===== config.mk =====
export PLATFORM = sky130hd
export DESIGN_NAME = ahbl_master_arbiter
export DESIGN_NICKNAME = d
export VERILOG_FILES = /design/src/rtl/ahbl_master_arbiter.sv
export SDC_FILE = /design/constraint.sdc
export NUM_CORES = 1
export LEC_CHECK = 0
export ABC_AREA = 0
export CORE_AREA = 2 2 121 123
export DETAILED_ROUTE_END_ITERATION = 16
export DIE_AREA = 0 0 123 125
export GPL_ROUTABILITY_DRIVEN = 0
export PLACE_DENSITY_LB_ADDON = 0.15
export SETUP_SLACK_MARGIN = 0.02
export SKIP_CTS_REPAIR_TIMING = 1
export SYNTH_ARGS = -nofsm -noshare
export SYNTH_HDL_FRONTEND = slang
export SYNTH_SLANG_ARGS = --single-unit

===== constraint.sdc =====
create_clock -name HCLK -period 1.6 [get_ports HCLK]
set_clock_uncertainty 0.1 [all_clocks]
set_input_delay 0.24 -clock HCLK [delete_from_list [all_inputs] [get_ports HCLK]]
set_output_delay 0.24 -clock HCLK [all_outputs]
set_load 0.05 [all_outputs]

===== src/rtl/ahbl_master_arbiter.sv =====
// Round-robin AHB-Lite multi-master arbiter: muxes NUM_MASTERS master ports onto one slave-side bus.
// Ownership changes only at idle, unlocked boundaries, so no transfer state is ever buffered.
module ahbl_master_arbiter #(
    parameter int NUM_MASTERS = 2,
    parameter int ADDR_WIDTH  = 32,
    parameter int DATA_WIDTH  = 32
) (
    input  logic                              HCLK,
    input  logic                              HRESETn,
    // master side
    input  logic [NUM_MASTERS*ADDR_WIDTH-1:0] M_HADDR,
    input  logic [NUM_MASTERS*2-1:0]          M_HTRANS,
    input  logic [NUM_MASTERS-1:0]            M_HWRITE,
    input  logic [NUM_MASTERS*3-1:0]          M_HSIZE,
    input  logic [NUM_MASTERS*3-1:0]          M_HBURST,
    input  logic [NUM_MASTERS*4-1:0]          M_HPROT,
    input  logic [NUM_MASTERS-1:0]            M_HMASTLOCK,
    input  logic [NUM_MASTERS*DATA_WIDTH-1:0] M_HWDATA,
    output logic [NUM_MASTERS-1:0]            M_HREADY,
    output logic [NUM_MASTERS-1:0]            M_HRESP,
    output logic [DATA_WIDTH-1:0]             M_HRDATA,
    // slave side
    output logic [ADDR_WIDTH-1:0]             HADDR,
    output logic [1:0]                        HTRANS,
    output logic                              HWRITE,
    output logic [2:0]                        HSIZE,
    output logic [2:0]                        HBURST,
    output logic [3:0]                        HPROT,
    output logic                              HMASTLOCK,
    output logic [DATA_WIDTH-1:0]             HWDATA,
    input  logic                              HREADY,
    input  logic                              HRESP,
    input  logic [DATA_WIDTH-1:0]             HRDATA,
    output logic [2:0]                        HMASTER
);

    localparam logic [1:0] TRANS_IDLE   = 2'b00;
    localparam logic [1:0] TRANS_NONSEQ = 2'b10;
    localparam logic       RESP_OKAY    = 1'b0;

    logic [2:0]             owner;
    logic [2:0]             data_owner;
    logic                   data_valid;

    logic [1:0]             sel_htrans;
    logic                   sel_hmastlock;
    logic [NUM_MASTERS-1:0] nonseq_req;
    logic [2:0]             next_owner;
    logic                   other_req;
    logic                   handover;

    // Address/control mux: the owner's signals pass straight through with no added latency.
    // NOTE: every combinational output gets a default before the loop, so no path leaves it unassigned and no latch is inferred.
    always_comb begin
        HADDR         = '0;
        sel_htrans    = TRANS_IDLE;
        HWRITE        = 1'b0;
        HSIZE         = '0;
        HBURST        = '0;
        HPROT         = '0;
        sel_hmastlock = 1'b0;
        for (int i = 0; i < NUM_MASTERS; i++) begin
            if (owner == 3'(i)) begin
                HADDR         = M_HADDR[i*ADDR_WIDTH +: ADDR_WIDTH];
                sel_htrans    = M_HTRANS[i*2 +: 2];
                HWRITE        = M_HWRITE[i];
                HSIZE         = M_HSIZE[i*3 +: 3];
                HBURST        = M_HBURST[i*3 +: 3];
                HPROT         = M_HPROT[i*4 +: 4];
                sel_hmastlock = M_HMASTLOCK[i];
            end
        end
    end

    // Slaves share HRESETn, so nothing may look like a live transfer while it is low.
    assign HTRANS    = HRESETn ? sel_htrans : TRANS_IDLE;
    assign HMASTLOCK = HRESETn & sel_hmastlock;
    assign HMASTER   = owner;
    assign M_HRDATA  = HRDATA;

    always_comb begin
        HWDATA = '0;
        for (int i = 0; i < NUM_MASTERS; i++) begin
            if (data_owner == 3'(i)) begin
                HWDATA = M_HWDATA[i*DATA_WIDTH +: DATA_WIDTH];
            end
        end
    end

    always_comb begin
        for (int i = 0; i < NUM_MASTERS; i++) begin
            nonseq_req[i] = (M_HTRANS[i*2 +: 2] == TRANS_NONSEQ);
        end
    end

    // Round-robin scan: lowest requester above the owner first, then wrap to the lowest below it.
    always_comb begin
        next_owner = owner;
        other_req  = 1'b0;
        for (int j = 0; j < NUM_MASTERS; j++) begin
            if (!other_req && nonseq_req[j] && (3'(j) > owner)) begin
                other_req  = 1'b1;
                next_owner = 3'(j);
            end
        end
        for (int j = 0; j < NUM_MASTERS; j++) begin
            if (!other_req && nonseq_req[j] && (3'(j) < owner)) begin
                other_req  = 1'b1;
                next_owner = 3'(j);
            end
        end
    end

    // BUSY/SEQ and a held lock all keep the bus, so bursts and locked sequences stay whole.
    assign handover = HREADY && (sel_htrans == TRANS_IDLE) && !sel_hmastlock && other_req;

    // Owner drives the slave's HREADY/HRESP; idle non-owners see a ready bus, requesters are stalled.
    always_comb begin
        M_HREADY = '0;
        M_HRESP  = '0;
        for (int i = 0; i < NUM_MASTERS; i++) begin
            if (owner == 3'(i)) begin
                M_HREADY[i] = HREADY;
                M_HRESP[i]  = HRESP;
            end else begin
                M_HREADY[i] = (M_HTRANS[i*2 +: 2] == TRANS_IDLE);
                M_HRESP[i]  = (data_owner == 3'(i)) ? HRESP : RESP_OKAY;
            end
        end
    end

    // NOTE: state registers use non-blocking assignments so every flop samples pre-edge values in the same delta.
    always_ff @(posedge HCLK) begin
        if (!HRESETn) begin
            owner      <= '0;
            data_owner <= '0;
            data_valid <= 1'b0;
        end else begin
            if (handover) begin
                owner <= next_owner;
            end
            if (HREADY) begin
                data_owner <= owner;
                data_valid <= HTRANS[1];
            end
        end
    end

    // A switch only happens after an IDLE address phase, so a departed owner never has a live data phase.
    handover_leaves_idle_data : assert property (
        @(posedge HCLK) disable iff (!HRESETn)
        (data_owner != owner) |-> !data_valid
    );

endmodule

==> out/results.md, run 1 <==
| Stage | Result | Value |
|---|---|---|
| clock tree | Root Buffer | clkbuf_16 |
| timing | Final-layout worst hold slack | 0.3531 ns |
| global route | Vias in the first global route | 1985 |
| finish | Leading cell type in the layout, fill and taps excluded | clkdlybuf4s50_1 |
| logic synthesis | Synth warn | 0 |
| finish | Final cell count without fillers | 549 |
| route | Wirelength per Cell | 14.70 µm |
| power and ir drop | Share of total power in sequential cells | 2.6% |
| logic synthesis | Cell types occupying the most area after synthesis | mux2_2 (62%), buf_4 (19%), buf_2 (3.3%) |
| die | FP Rows | 44 |
| clock tree | H-tree levels | 1 |
| setup path | Critical path class | register to primary output |
| power and ir drop | Total net switching power | 0.0007120 W |
| setup path | Worst-path maximum fanout | 9 |
| die | Effective utilization at floorplan | 9.699% |
| logic synthesis | Synth area leader | mux2_2 |
| power and ir drop | Cell-internal power | 0.001196 W |
| finish | Ratio of cells with drive above 1 in the final layout | 52.60% |
| clock tree | Worst-Skew Late Latency | 0.23 ns |
| route | DRC violations left | 0 |
| setup path | Worst Setup End Kind | primary output |
| logic synthesis | Post-Syn Instances | 144 |
| power and ir drop | Highest ir drop seen on vdd | 0.0002428 V |
| timing | Max Clock Freq | 0.5849 GHz |
| setup path | Worst Reg-to-Reg Cells | 5 |
| route | Routed vias | 1996 |
| finish | Final-layout fill cell count | 1442 |
| timing | Setup repair after global routing missed its margin | yes |
| route | Drt initial violations | 14 |
| placement | DPL Wire Length | 6.444 mm |
| global route | Overall global routing resource usage | 8.685% |
| run | Max-cap viol count | 0 |
| die | Die span in y | 125 µm |
| logic synthesis | Post-synthesis instance area | 0.001378 mm² |
| logic synthesis | Number of register bits inferred by synthesis | 2 |
| hold path | Worst hold path class | input port to register |
| power and ir drop | Overall power consumption | 0.001908 W |
| route | Number of detailed-routing iterations run before antenna repair | 4 |
| finish | Ant diodes | 0 |
| placement | Number of input and output port buffers inserted | 242 |
| power and ir drop | Leak pwr | 2.003 nW |
| logic synthesis | Synthesized area divided by synthesized cell count | 9.566 µm² |
| logic synthesis | Fraction of post-synthesis cell area in the top cell type by area | 62.13% |
| clock tree | Clock buffers created by TritonCTS | 3 |
| logic synthesis | Share of the yosys chip area belonging to registers | 2.906% |
| timing | Final worst path period share | 106.8% |
| route | Total wire length | 8.071 mm |
| die | Die Footprint | 0.01538 mm² |
| placement | Cell total after placement | 535 |
| global route | First-pass GRT wire length | 10.21 mm |
| die | Core region area | 0.01420 mm² |
| logic synthesis | Number of distinct standard cells referenced by the synthesized netlist | 20 |
| die | IO Pins | 309 |
| power and ir drop | Power per unit of standard cell area | 393.5 mW/mm² |
| outcome | Violations in the final reports | negative setup slack |
| global route | Number of antenna violations at the first check in global routing | 0 |
| setup path | Arr. time, crit path | 1.37 ns |
| outcome | Result of the run | finished, violations left |
| clock tree | CTS tree | built |
| timing | Minimum setup slack in the final design | -0.1096 ns |
| power and ir drop | Switching portion of total power | 37.32% |
| timing | Count of pins over their slew limit | 0 |
| power and ir drop | Comb pwr share | 76.3% |
| clock tree | Clock-pin slew on the worst setup and hold paths | 0.03 ns |
| finish | Multi-input gate area | 0.001277 mm² |
| timing | Hold violation count in the final report | 0 |
| die | Die outline width | 123 µm |
| clock tree | # clock sinks | 2 |
| finish | Layout-stage area growth over the synthesis result | 252.0% |
| finish | Post-layout net count | 558 |
| clock tree | Buffer levels on the longest clock path | 2 |
| power and ir drop | Clock network power share | 21.2% |
| hold path | Number of stages on the worst hold path | 3 |
| setup path | Setup crit start kind | register |
| global route | Largest net degree at the start of global routing | 21 |
| route | Antenna violation net count after detailed routing | 0 |
| route | Average via count per standard cell | 3.636 |
| finish | Sequential cell area in the final layout | 47.55 µm² |
| timing | Final period demand of the worst path | 1.710 ns |
| timing | Endpoints failing setup | 79 |
| global route | GR Overflow Total | 0 |
| finish | Most frequent cells in the layout | clkdlybuf4s50_1 (156), mux2_4 (54), buf_12 (38) |
| setup path | Required time at the worst-slack endpoint | 1.26 ns |
[per-stage QoR]
step           area, µm²  util [%]  setup TNS [ns]  worst slack (ns)
2_1_floorplan       1516         -          -1.019          -0.05692
3_3_place_gp        4161     29.30        -0.09272          -0.03135
3_5_place_dp        4161     29.30         -0.1479          -0.04671
4_1_cts             4240     29.85          -8.253           -0.1899
5_1_grt             4848     34.14          -7.717           -0.1419
6_report            4848     34.14          -5.202           -0.1096
[final timing paths]
path                               startpoint             to  slack [ns]
worst max-delay path               HMASTER[0]      HTRANS[1]       -0.11
worst min-delay path                   HREADY     HMASTER[0]        0.35
worst max register to register     HMASTER[0]     HMASTER[0]        0.12
worst min register to register  data_owner[0]  data_owner[0]        0.49
[critical path, cell delays in order (launching register included)]
cell and delay, ns:
dfxtp_4 0.34, buf_12 0.14, buf_12 0.14, mux2i_4 0.19
nor2b_2 0.14, buf_6 0.17
[power by group through the flow]
stage / combinational [W] / sequential, W / clock [W]
after floorplan: 0.000827 / 0.0000514 / 0
after global placement: 0.00131 / 0.0000518 / 0
after CTS: 0.00133 / 0.0000512 / 0.000414
final: 0.00145 / 0.0000487 / 0.000404
after global routing: 0.00151 / 0.0000488 / 0.000414
after detailed placement: 0.00132 / 0.0000519 / 0
[cell usage after synthesis]
| cell type | instances |
|---|---|
| mux2_2 | 76 |
| nor3b_2 | 1 |
| mux2i_1 | 2 |
| nor2b_1 | 4 |
| nand2_1 | 2 |
| o31ai_1 | 1 |
| nand2b_1 | 1 |
| nor2_1 | 1 |
| mux2i_4 | 1 |
| o211a_1 | 1 |
| o21a_1 | 1 |
| a21boi_0 | 2 |
| conb_1 | 1 |
| o2111ai_1 | 1 |
| nor3_1 | 2 |
| dfxtp_1 | 2 |
| buf_4 | 34 |
| buf_6 | 1 |
| a32o_1 | 1 |
| buf_2 | 9 |
[area by class of cell]
| cell class | count | area share, % |
|---|---|---|
| clock buffer | 4 | 1.626 |
| multi-input combinational | 99 | 26.35 |
| tap | 184 | 4.748 |
| timing repair buffer | 260 | 66.30 |
| sequential | 2 | 0.9806 |
[flip-flops by register name, indices dropped and copies added (netlist names)]
register,flops
data_owner,1
HMASTER,1
[cells by family after synthesis]
logic type      count (synthesis)  share of synthesized area, %
buf+inv                        44                         22.62
simple gates                   11                         4.723
compound gates                  7                         4.269
mux                            79                         65.21
flops                           2                         2.907
other cells                     1                        0.2722
[routing by layer]
| layer | vias to the layer above | global-route usage [%] | wire (µm) |
|---|---|---|---|
| li1 | 924 | - | - |
| met1 | 925 | 7.470 | 2440 |
| met2 | 129 | 17.45 | 4594 |
| met3 | 18 | 2.235 | 839 |
| met4 | 0 | 4.813 | 197 |
| met5 | - | 0 | 0 |
No activity file was read; power rests on OpenSTA's default activity.
==> run 2: changes to the inputs <==
--- a/config.mk
+++ b/config.mk
@@ -13,6 +13,7 @@
 export PLACE_DENSITY_LB_ADDON = 0.15
 export SETUP_SLACK_MARGIN = 0.02
 export SKIP_CTS_REPAIR_TIMING = 1
+export SKIP_LAST_GASP = 1
 export SYNTH_ARGS = -nofsm -noshare
 export SYNTH_HDL_FRONTEND = slang
 export SYNTH_SLANG_ARGS = --single-unit
==> run 2 against run 1 <==
Compared with the run above:
- the flow still finishes with violations (negative setup slack)
- clock-buffer cell count unchanged
- combinational power about the same
- non-clock buffer count unchanged
- via count down 0.50%
- worst hold slack better by 0.0081 ns
==> out/results.md, run 2 (synthesized netlist as in run 1, its figures left out) <==
| Stage | Result | Value |
|---|---|---|
| global route | Largest net degree at the start of global routing | 21 |
| setup path | Arr. time, crit path | 1.37 ns |
| finish | Most frequent cells in the layout | clkdlybuf4s50_1 (156), mux2_4 (53), buf_12 (38) |
| setup path | Endpoint of the worst register-to-register path | HMASTER[0] |
| setup path | Top delay family on crit path | buffers and inverters |
| clock tree | Clock-pin slew on the worst setup and hold paths | 0.03 ns |
| placement | Cell total after placement | 535 |
| clock tree | Buffer levels on the longest clock path | 2 |
| timing | Final period demand of the worst path | 1.707 ns |
| route | DRC violations left | 0 |
| route | Number of detailed-routing iterations run before antenna repair | 2 |
| hold path | Worst hold path class | input port to register |
| clock tree | Clock buffers created by TritonCTS | 3 |
| global route | GR Overflow Total | 0 |
| die | IO Pins | 309 |
| setup path | Worst Reg-to-Reg Cells | 5 |
| timing | Final sum of negative setup slack | -5.423 ns |
| setup path | Worst path most repeated cell | buf_12 |
| die | Effective utilization at floorplan | 9.699% |
| finish | Ratio of cells with drive above 1 in the final layout | 52.60% |
| timing | Final worst path period share | 106.7% |
| timing | Hold violation count in the final report | 0 |
| clock tree | CTS tree | built |
| die | Die Footprint | 0.01538 mm² |
| clock tree | H-tree levels | 1 |
| finish | Post-layout net count | 558 |
| route | Average via count per standard cell | 3.617 |
| route | Routed vias | 1986 |
| setup path | Number of cells on the critical path | 4 |
| finish | Ant diodes | 0 |
| clock tree | # clock sinks | 2 |
| setup path | Crit path largest cell delay | 0.35 ns |
| timing | Setup repair after global routing missed its margin | yes |
| power and ir drop | Leak pwr | 1.985 nW |
| setup path | CP max stage cell | dfxtp_4 |
| placement | DPL Wire Length | 6.444 mm |
| power and ir drop | Highest ir drop seen on vdd | 0.0002435 V |
| finish | Layout-stage area growth over the synthesis result | 248.4% |
| die | Die span in y | 125 µm |
| setup path | Worst setup path startpoint | HMASTER[0] |
| clock tree | Root Buffer | clkbuf_16 |
| die | Die outline width | 123 µm |
| run | Max-cap viol count | 0 |
| placement | Placement-stage worst setup slack | -0.04671 ns |
| setup path | Critical path class | register to primary output |
| outcome | Violations in the final reports | negative setup slack |
| outcome | Result of the run | finished, violations left |
| die | Core region area | 0.01420 mm² |
| route | Drt initial violations | 16 |
| global route | Number of antenna violations at the first check in global routing | 0 |
| setup path | Worst R2R Setup Slack | 0.09 ns |
| setup path | Required time at the worst-slack endpoint | 1.26 ns |
| setup path | Number of buffer and inverter stages on the critical path | 3 |
| setup path | Startpoint of the lowest-slack register-to-register path | HMASTER[0] |
| clock tree | Worst-Skew Late Latency | 0.23 ns |
| setup path | Worst-path maximum fanout | 10 |
| finish | Leading cell type in the layout, fill and taps excluded | clkdlybuf4s50_1 |
| global route | Overall global routing resource usage | 8.685% |
| setup path | Worst Setup End Kind | primary output |
| setup path | Worst path cell trace | buf_12 > buf_12 > mux2_2 > buf_6 |
| power and ir drop | Power per unit of standard cell area | 394.5 mW/mm² |
| global route | Vias in the first global route | 1985 |
| global route | First-pass GRT wire length | 10.21 mm |
| placement | Number of input and output port buffers inserted | 242 |
| timing | Max Clock Freq | 0.5857 GHz |
| setup path | Crit path capture | HSIZE[0] |
| timing | Count of pins over their slew limit | 0 |
| route | Total wire length | 8.033 mm |
| die | FP Rows | 44 |
| route | Antenna violation net count after detailed routing | 0 |
| setup path | Setup crit start kind | register |
| finish | Final cell count without fillers | 549 |
| timing | Endpoints failing setup | 79 |
| route | Wirelength per Cell | 14.63 µm |
| timing | Minimum setup slack in the final design | -0.1075 ns |
==> run 2: cell counts in the layout (fill, tap and decap cells not counted) <==
Identical to the previous run, type by type.
==> run 2: how the worst min path moves through the flow <==
stage | slack, ns | start | end | cells after the start
6_report | 0.36 | HREADY | data_owner[0] | 3
5_1_grt | 0.38 | HRDATA[6] | M_HRDATA[6] | 0
4_1_cts | 0.38 | HRDATA[10] | M_HRDATA[10] | 0
3_5_place_dp | 0.38 | HRDATA[10] | M_HRDATA[10] | 0
3_3_place_gp | 0.38 | HRDATA[10] | M_HRDATA[10] | 0
2_1_floorplan | 0.29 | HRESETn | data_owner[0] | 1
==> run 2: cell type report <==
| cell class | count | area, µm² |
|---|---|---|
| clock buffers | 4 | 78.83 |
| fillers | 1445 | 9404 |
| flip-flops and latches | 2 | 47.55 |
| well taps | 184 | 230.2 |
| repair buffers | 260 | 3169 |
| multi-input cells | 99 | 1274 |
==> run 2: stage by stage <==
step	util (%)	hold slack, ns	instance area (µm²)	power [W]
final	33.79	0.3612	4800	0.001893
after global routing	33.79	0.3801	4800	0.001958
after CTS	29.85	0.3803	4240	0.001790
after detailed placement	29.30	0.3803	4161	0.001373
after global placement	29.30	0.3803	4161	0.001367
after floorplan	-	0.2938	1516	0.0008783
==> run 2: report_power, final <==
part | internal (W) | switching [W] | total, W
logic | 0.000808 | 0.000632 | 0.00144
registers | 0.0000477 | 0.00000101 | 0.0000487
clock network | 0.000329 | 0.0000755 | 0.000405
==> run 2: routing by layer <==
metal / share of wire, % / vias to the layer above / track usage (%)
li1: - / 922 / -
met1: 30 / 919 / 7.470
met2: 57 / 126 / 17.45
met3: 10 / 19 / 2.235
met4: 2.7 / 0 / 4.813
met5: 0 / - / 0
==> run 2: worst min-delay path, stage by stage <==
cell and delay [ns]:
dlymetal6s2s_1 0.19, nand2b_1 0.14, a21boi_0 0.07
